**src/rtl/color_fsm_driver_pkg.sv**
```systemverilog
// Shared types and helpers for the colour-FSM command driver.
// Encodes the target FSM's state space, command codes and its Moore output.
package color_fsm_pkg;

  typedef enum logic [1:0] {
    BLUE     = 2'd0,
    RED      = 2'd1,
    HSV_IDLE = 2'd2
  } color_state_t;

  localparam logic [1:0] CMD_NOP     = 2'h3;
  localparam logic [1:0] OUT_BLUE    = 2'h1;
  localparam logic [1:0] OUT_RED     = 2'h2;
  localparam logic [1:0] TGT_ILLEGAL = 2'h3;

  // Transition function of the controlled FSM, used to keep the shadow copy.
  function automatic color_state_t next_color(color_state_t cur, logic [1:0] c);
    color_state_t nxt;
    nxt = cur;
    case (cur)
      BLUE:     if (c == 2'h1) nxt = RED;
      RED: begin
        case (c)
          2'h0:    nxt = RED;
          2'h1:    nxt = BLUE;
          2'h2:    nxt = HSV_IDLE;
          default: nxt = RED;
        endcase
      end
      HSV_IDLE: if (c == 2'h0) nxt = RED;
      default:  nxt = cur;
    endcase
    return nxt;
  endfunction

  function automatic logic [1:0] exp_out(color_state_t s);
    return (s == BLUE) ? OUT_BLUE : OUT_RED;
  endfunction

endpackage

```
**src/rtl/color_fsm_driver_if.sv**
```systemverilog
// Control-plane request/response handshake of the colour-FSM driver.
interface color_fsm_driver_if;
  logic       req_valid;
  logic       req_ready;
  logic [1:0] req_target;
  logic       rsp_valid;
  logic       rsp_ready;
  logic       rsp_err;

  modport master (
    output req_valid, req_target, rsp_ready,
    input  req_ready, rsp_valid, rsp_err
  );

  modport slave (
    input  req_valid, req_target, rsp_ready,
    output req_ready, rsp_valid, rsp_err
  );
endinterface

```
**src/rtl/color_fsm_driver_step_lut.sv**
```systemverilog
// Combinational single-hop command lookup: which `in` code moves cur_state one
// hop toward target. Blue<->HSV routes through Red; equal/illegal give no-op.
module color_step_lut
  import color_fsm_pkg::*;
(
  input  color_state_t cur_state,
  input  logic [1:0]   target,
  output logic [1:0]   cmd
);

  always_comb begin
    cmd = CMD_NOP;
    case (cur_state)
      BLUE:     if (target == RED || target == HSV_IDLE) cmd = 2'h1;
      RED: begin
        if (target == BLUE)          cmd = 2'h1;
        else if (target == HSV_IDLE) cmd = 2'h2;
      end
      HSV_IDLE: if (target == BLUE || target == RED) cmd = 2'h0;
      default:  cmd = CMD_NOP;
    endcase
  end

endmodule

```
**src/rtl/color_fsm_driver.sv**
```systemverilog
// Steers the colour FSM to a requested state one hop at a time, verifying each
// hop against fsm_out after SETTLE_CYCLES; one response per accepted request.
module color_fsm_driver
  import color_fsm_pkg::*;
#(
  parameter int SETTLE_CYCLES = 1
) (
  input  logic              clk,
  input  logic              rst_n,
  color_fsm_driver_if.slave bus,
  output logic [1:0]        cmd,
  input  logic [1:0]        fsm_out,
  output logic [1:0]        cur_state
);

  localparam int CW = (SETTLE_CYCLES > 1) ? $clog2(SETTLE_CYCLES + 1) : 1;

  // ST_INIT holds req_ready low for the first cycle out of reset.
  typedef enum logic [2:0] {
    ST_INIT, ST_IDLE, ST_ISSUE, ST_SETTLE, ST_CHECK, ST_RESP
  } state_t;

  state_t       state_q, state_d;
  color_state_t cur_q, cur_d;
  logic [1:0]   tgt_q, tgt_d;
  logic [1:0]   cmd_q, cmd_d;
  logic [CW-1:0] cnt_q, cnt_d;
  logic         err_q, err_d;
  logic [1:0]   step_cmd;

  color_step_lut u_step_lut (
    .cur_state (cur_q),
    .target    (tgt_q),
    .cmd       (step_cmd)
  );

  always_ff @(posedge clk or negedge rst_n) begin
    if (!rst_n) begin
      state_q <= ST_INIT;
      cur_q   <= RED;
      tgt_q   <= 2'h0;
      cmd_q   <= CMD_NOP;
      cnt_q   <= '0;
      err_q   <= 1'b0;
    end else begin
      state_q <= state_d;
      cur_q   <= cur_d;
      tgt_q   <= tgt_d;
      cmd_q   <= cmd_d;
      cnt_q   <= cnt_d;
      err_q   <= err_d;
    end
  end

  always_comb begin
    state_d = state_q;
    cur_d   = cur_q;
    tgt_d   = tgt_q;
    cmd_d   = CMD_NOP;
    cnt_d   = cnt_q;
    err_d   = err_q;
    case (state_q)
      ST_INIT: state_d = ST_IDLE;
      ST_IDLE: begin
        if (bus.req_valid) begin
          tgt_d = bus.req_target;
          err_d = 1'b0;
          if (bus.req_target == TGT_ILLEGAL) begin
            err_d   = 1'b1;
            state_d = ST_RESP;
          end else if (bus.req_target == cur_q) begin
            state_d = ST_RESP;
          end else begin
            state_d = ST_ISSUE;
          end
        end
      end
      ST_ISSUE: begin
        cmd_d   = step_cmd;
        cur_d   = next_color(cur_q, step_cmd);
        cnt_d   = CW'(SETTLE_CYCLES);
        state_d = ST_SETTLE;
      end
      ST_SETTLE: begin
        if (cnt_q <= CW'(1)) state_d = ST_CHECK;
        else                 cnt_d   = cnt_q - CW'(1);
      end
      ST_CHECK: begin
        // A mismatch abandons the move; the shadow keeps its modelled value.
        if (fsm_out != exp_out(cur_q)) begin
          err_d   = 1'b1;
          state_d = ST_RESP;
        end else if (tgt_q == cur_q) begin
          state_d = ST_RESP;
        end else begin
          state_d = ST_ISSUE;
        end
      end
      ST_RESP: if (bus.rsp_ready) state_d = ST_IDLE;
      default: state_d = ST_INIT;
    endcase
  end

  assign bus.req_ready = (state_q == ST_IDLE);
  assign bus.rsp_valid = (state_q == ST_RESP);
  assign bus.rsp_err   = err_q;
  assign cmd           = cmd_q;
  assign cur_state     = cur_q;

endmodule

```
**src/flat_wrapper.sv**
```systemverilog
// flat-port wrapper written by rule: the top's interface ports become plain ports
module color_fsm_driver_flat import color_fsm_pkg::*;
#(
  parameter int SETTLE_CYCLES = 1
)
  (clk, rst_n, cmd, fsm_out, cur_state, bus_req_valid, bus_req_target, bus_rsp_ready, bus_req_ready, bus_rsp_valid, bus_rsp_err);
  color_fsm_driver_if bus_i ();
  input  logic clk;
  input  logic rst_n;
  output logic [1:0] cmd;
  input  logic [1:0] fsm_out;
  output logic [1:0] cur_state;
  input wire logic [$bits(bus_i.req_valid)-1:0] bus_req_valid;
  input wire logic [$bits(bus_i.req_target)-1:0] bus_req_target;
  input wire logic [$bits(bus_i.rsp_ready)-1:0] bus_rsp_ready;
  output wire logic [$bits(bus_i.req_ready)-1:0] bus_req_ready;
  output wire logic [$bits(bus_i.rsp_valid)-1:0] bus_rsp_valid;
  output wire logic [$bits(bus_i.rsp_err)-1:0] bus_rsp_err;
  assign bus_i.req_valid = bus_req_valid;
  assign bus_i.req_target = bus_req_target;
  assign bus_i.rsp_ready = bus_rsp_ready;
  assign bus_req_ready = bus_i.req_ready;
  assign bus_rsp_valid = bus_i.rsp_valid;
  assign bus_rsp_err = bus_i.rsp_err;
  color_fsm_driver #(.SETTLE_CYCLES(SETTLE_CYCLES)) u_core (.clk(clk), .rst_n(rst_n), .bus(bus_i), .cmd(cmd), .fsm_out(fsm_out), .cur_state(cur_state));
endmodule
```
**config.mk**
```make
export PLATFORM = sky130hd
export DESIGN_NAME = color_fsm_driver_flat
export DESIGN_NICKNAME = d
export VERILOG_FILES = /design/src/rtl/color_fsm_driver_pkg.sv /design/src/rtl/color_fsm_driver_if.sv /design/src/rtl/color_fsm_driver_step_lut.sv /design/src/rtl/color_fsm_driver.sv /design/src/flat_wrapper.sv
export SDC_FILE = /design/constraint.sdc
export NUM_CORES = 1
export LEC_CHECK = 0
export CORE_UTILIZATION = 53
export CTS_BUF_LIST = sky130_fd_sc_hd__clkbuf_16
export CTS_CLUSTER_SIZE = 16
export DETAILED_ROUTE_END_ITERATION = 10
export PLACE_DENSITY_LB_ADDON = 0.2
export SLEW_MARGIN = 10
export SYNTH_ARGS = -nofsm -noshare
export SYNTH_HDL_FRONTEND = slang
export SYNTH_SLANG_ARGS = --single-unit
export TNS_END_PERCENT = 20
```
**constraint.sdc**
```tcl
create_clock -name clk -period 5.6 [get_ports clk]
set_input_delay 1.4 -clock clk [delete_from_list [all_inputs] [get_ports clk]]
set_output_delay 1.4 -clock clk [all_outputs]
set_load 0.005 [all_outputs]
```
==> run summary <==
The flow ran to the end, and the final reports show no timing, DRC or antenna violations. Static timing analysis puts the maximum clock frequency at 338 MHz. The total area inside the core boundary comes to 1300 sq um. For the hold violation total from the final report, the log shows 0. The hold path startpoint is u_core.bus.rsp_err. Placement-stage worst setup slack: 2440 ps. In this run, post-CTS repair resized a total of 0 instances. Setup violations remaining at the end of the flow were counted as 0. The repair_antennas step left the layout with diodes totalling 0. The leakage power figure is 0.393 nW. The count of clock tree sinks is 10, and the synthesized netlist cell count is 87. The critical path is of the in -> reg type. The maximum resistive drop on vdd was 414 uV; the post-synthesis cell type count was 35. The total nets after synthesis is 101.

The path class of the tightest hold or removal check is reg -> reg. In this run the register-to-register setup slack is 3480 ps. The run gives 0 as the initial antenna violation count. In the final timing run, aggregate negative setup slack is 0 ps. The clock insertion delay at the later pin of the skew report is 240 ps.

The average vias per placed instance was 5.88. After synthesis, flip-flops and latches occupy 34.3% of the total area. Counting the buffers created by CTS gives 3. The highest fanout seen on the critical path came out at 6. The tools report the clock root buffer as sky130_fd_sc_hd__clkbuf_16. The power per standard cell area works out to 492 nW/um^2. The logs give 1 for the CTS H-tree depth and 14 for the pin count of the biggest net entering global routing. Setup repair after global routing left no endpoint under its margin.

The data required time of the worst path is 5770 ps. The maximum clock insertion buffer count was 2. The number of design-rule violations left by the first detailed-router iteration is 29, and the clock-pin slew on the worst setup and hold paths is 40 ps.

A synthesized cell averages 8.50 sq um. Full die area: 1550 sq um. The congestion estimate from routability-driven global placement came to 0.696. With fillers left out, the area of the finished cells amounts to 960 sq um. Horizontal die dimension: 39.4 um. The initial utilization of the core area, before any placement, comes to 56.8%. The overall global routing resource usage came out at 27.7%. The number of synthesized register bits was 10; the via count of the first global-routing pass was 581.

In the routed design, unresolved DRC markers number 0. Hold repair after CTS inserted 0 buffers. In the synthesized netlist the async set-or-reset flop fraction comes to 100%.

Sorting the synthesized cells by how often they occur yields sky130_fd_sc_hd__inv_1 (8), sky130_fd_sc_hd__nor2_1 (8), sky130_fd_sc_hd__o21ai_0 (8), sky130_fd_sc_hd__dfrtp_1 (7), sky130_fd_sc_hd__nand2_1 (7). Cells with a size suffix above 1 make up 13.7% of the layout. The multi-input combinational cells in the finished layout cover a total of 427 sq um.

Cell taking the most area after synthesis: sky130_fd_sc_hd__dfrtp_1. Port buffering added 14 buffers. For this run the aggregate overflow at the end of global routing stands at 0.

After detailed routing, the total wire length is 1800 um. In this run, synthesis inferred 0 flip-flops with an integrated enable. The placement row count was 13; the number of detailed-routing iterations run before antenna repair was 4. In this run the tightest slew margin relative to its limit is 50.3%. The startpoint type of the worst setup path is an input port.

Dividing the final minimum period by the clock period gives 52.8%. Compared with the post-synthesis result, the final layout area differs by 29.8%. The routed length per placed instance was 15.4 um; the total I/O pin count was 15.

The total count of max-transition violations in the final report is 0, and the area share of the largest cell type after synthesis is 23.7%. The critical path arrival was 3120 ps; the final period demand of the worst path was 2960 ps. Once detail routing completed, the nets flagged for antenna violations numbered 0. TritonCTS built the clock tree.

The number of maximum-capacitance constraint violations is 0. The number of placed instances, taps included, is 113. Once detailed placement completed, the half-perimeter wirelength came to 1230 um. The die is 39.4 um tall. The source of the critical timing path is fsm_out[0].

The endpoint type of the worst setup path was a flip-flop. The first-pass GRT wire length is 2700 um, and the post-CTS setup repair buffer count is 0. The startpoint identified for the worst register-to-register timing path is u_core.cur_state[1].

The final cell count without fillers is 117, and the via count is 688. Registers take 254 sq um. Across all setup checks in the final design, the least slack found is 2640 ps. The final layout contains 117 nets.

In this run the cell area of the synthesized design comes to 739 sq um. Setup clock skew after layout: 6.74 ps. Ranked by total cell area, the synthesized netlist is headed by sky130_fd_sc_hd__dfrtp_1 (24%), sky130_fd_sc_hd__dfstp_2 (11%), sky130_fd_sc_hd__ha_1 (10%).

Fill cells in the final layout number 101. Once placement finished, the instance area stood at 881 sq um. The pin slew with the least headroom to its limit works out to 739 ps.

In the synthesized netlist the dominant register cell turns out to be sky130_fd_sc_hd__dfrtp_1. The Yosys step of the flow raised 0 warnings.
==> final cells by class <==
cell class | instances | area share [%]
clock buffer | 3 | 7.82
timing repair buffer | 14 | 14.6
tap | 15 | 1.96
multi-input combinational | 63 | 44.5
sequential | 10 | 26.5
clock inverter | 1 | 0.391
inverter | 11 | 4.30
==> state kept, by name, summed over array words and instances, names as in the netlist <==
register / cells
u_core.state_q: 3
u_core.cmd: 2
u_core.cur_state: 2
u_core.tgt_q: 2
u_core.bus.rsp_err: 1
==> worst paths after layout <==
path                                            end  depth (start not counted)
min in group asynchronous         u_core.state_q[2]                          1
worst min-delay path             u_core.bus.rsp_err                          2
worst max-delay path              u_core.state_q[1]                          5
worst max register to register  u_core.cur_state[0]                          7
max in group asynchronous             u_core.cmd[1]                          1
worst min register to register   u_core.bus.rsp_err                          2
==> critical path: stages <==
cell                              delay (ps)
sky130_fd_sc_hd__clkdlybuf4s50_1         500
sky130_fd_sc_hd__or4_1                   540
sky130_fd_sc_hd__and3_4                  210
sky130_fd_sc_hd__o32ai_2                 230
sky130_fd_sc_hd__o221a_1                 230
==> logic make-up after synthesis <==
| kind of cell | after synthesis | synth area share (%) |
|---|---|---|
| and+or+nand+nor | 29 | 19.8 |
| AOI/OAI and AO/OA | 26 | 24.7 |
| buffers and inverters | 14 | 7.95 |
| DFF | 10 | 34.3 |
| adders and majority gates | 6 | 10.2 |
| muxes | 2 | 3.05 |
==> placed cells by master, fill, tap and decap left out, drive strengths merged, types with 2 or more instances in the layout <==
cell type      Yosys  final
o211ai             2      2
o21ai              9      9
or2                2      2
inv               11     12
nand3              3      3
nand2              7      7
and3               2      2
ha                 6      6
dfrtp              7      7
nor3               2      2
clkdlybuf4s50      0     14
a22oi              2      2
o32ai              2      2
mux2               2      2
clkbuf             1      3
a21oi              4      4
o311ai             2      2
dfstp              3      3
nor2               8      8
==> metal layers <==
metal	vias to the layer above	GRT usage [%]	part of all wire, %
met2	20	42.1	47
met1	320	36.0	47
met4	0	10.3	0.78
li1	346	-	-
met3	2	9.09	4.7
met5	-	0	0
==> per-stage QoR <==
step	util [%]	power (mW)	hold slack, ps
CTS	73.8	0.473	575
global route	73.8	0.512	619
detailed placement	67.7	0.339	518
global placement	67.7	0.334	515
finish	73.8	0.472	575
floorplan	-	0.274	484
==> where the power goes <==
group	leakage [nW]	internal, mW	switching (mW)
sequential	0.118	0.0992	0.0399
clock	0.0423	0.0936	0.0336
combinational	0.233	0.104	0.103
Note: power is estimated with default switching activity, not from simulation.
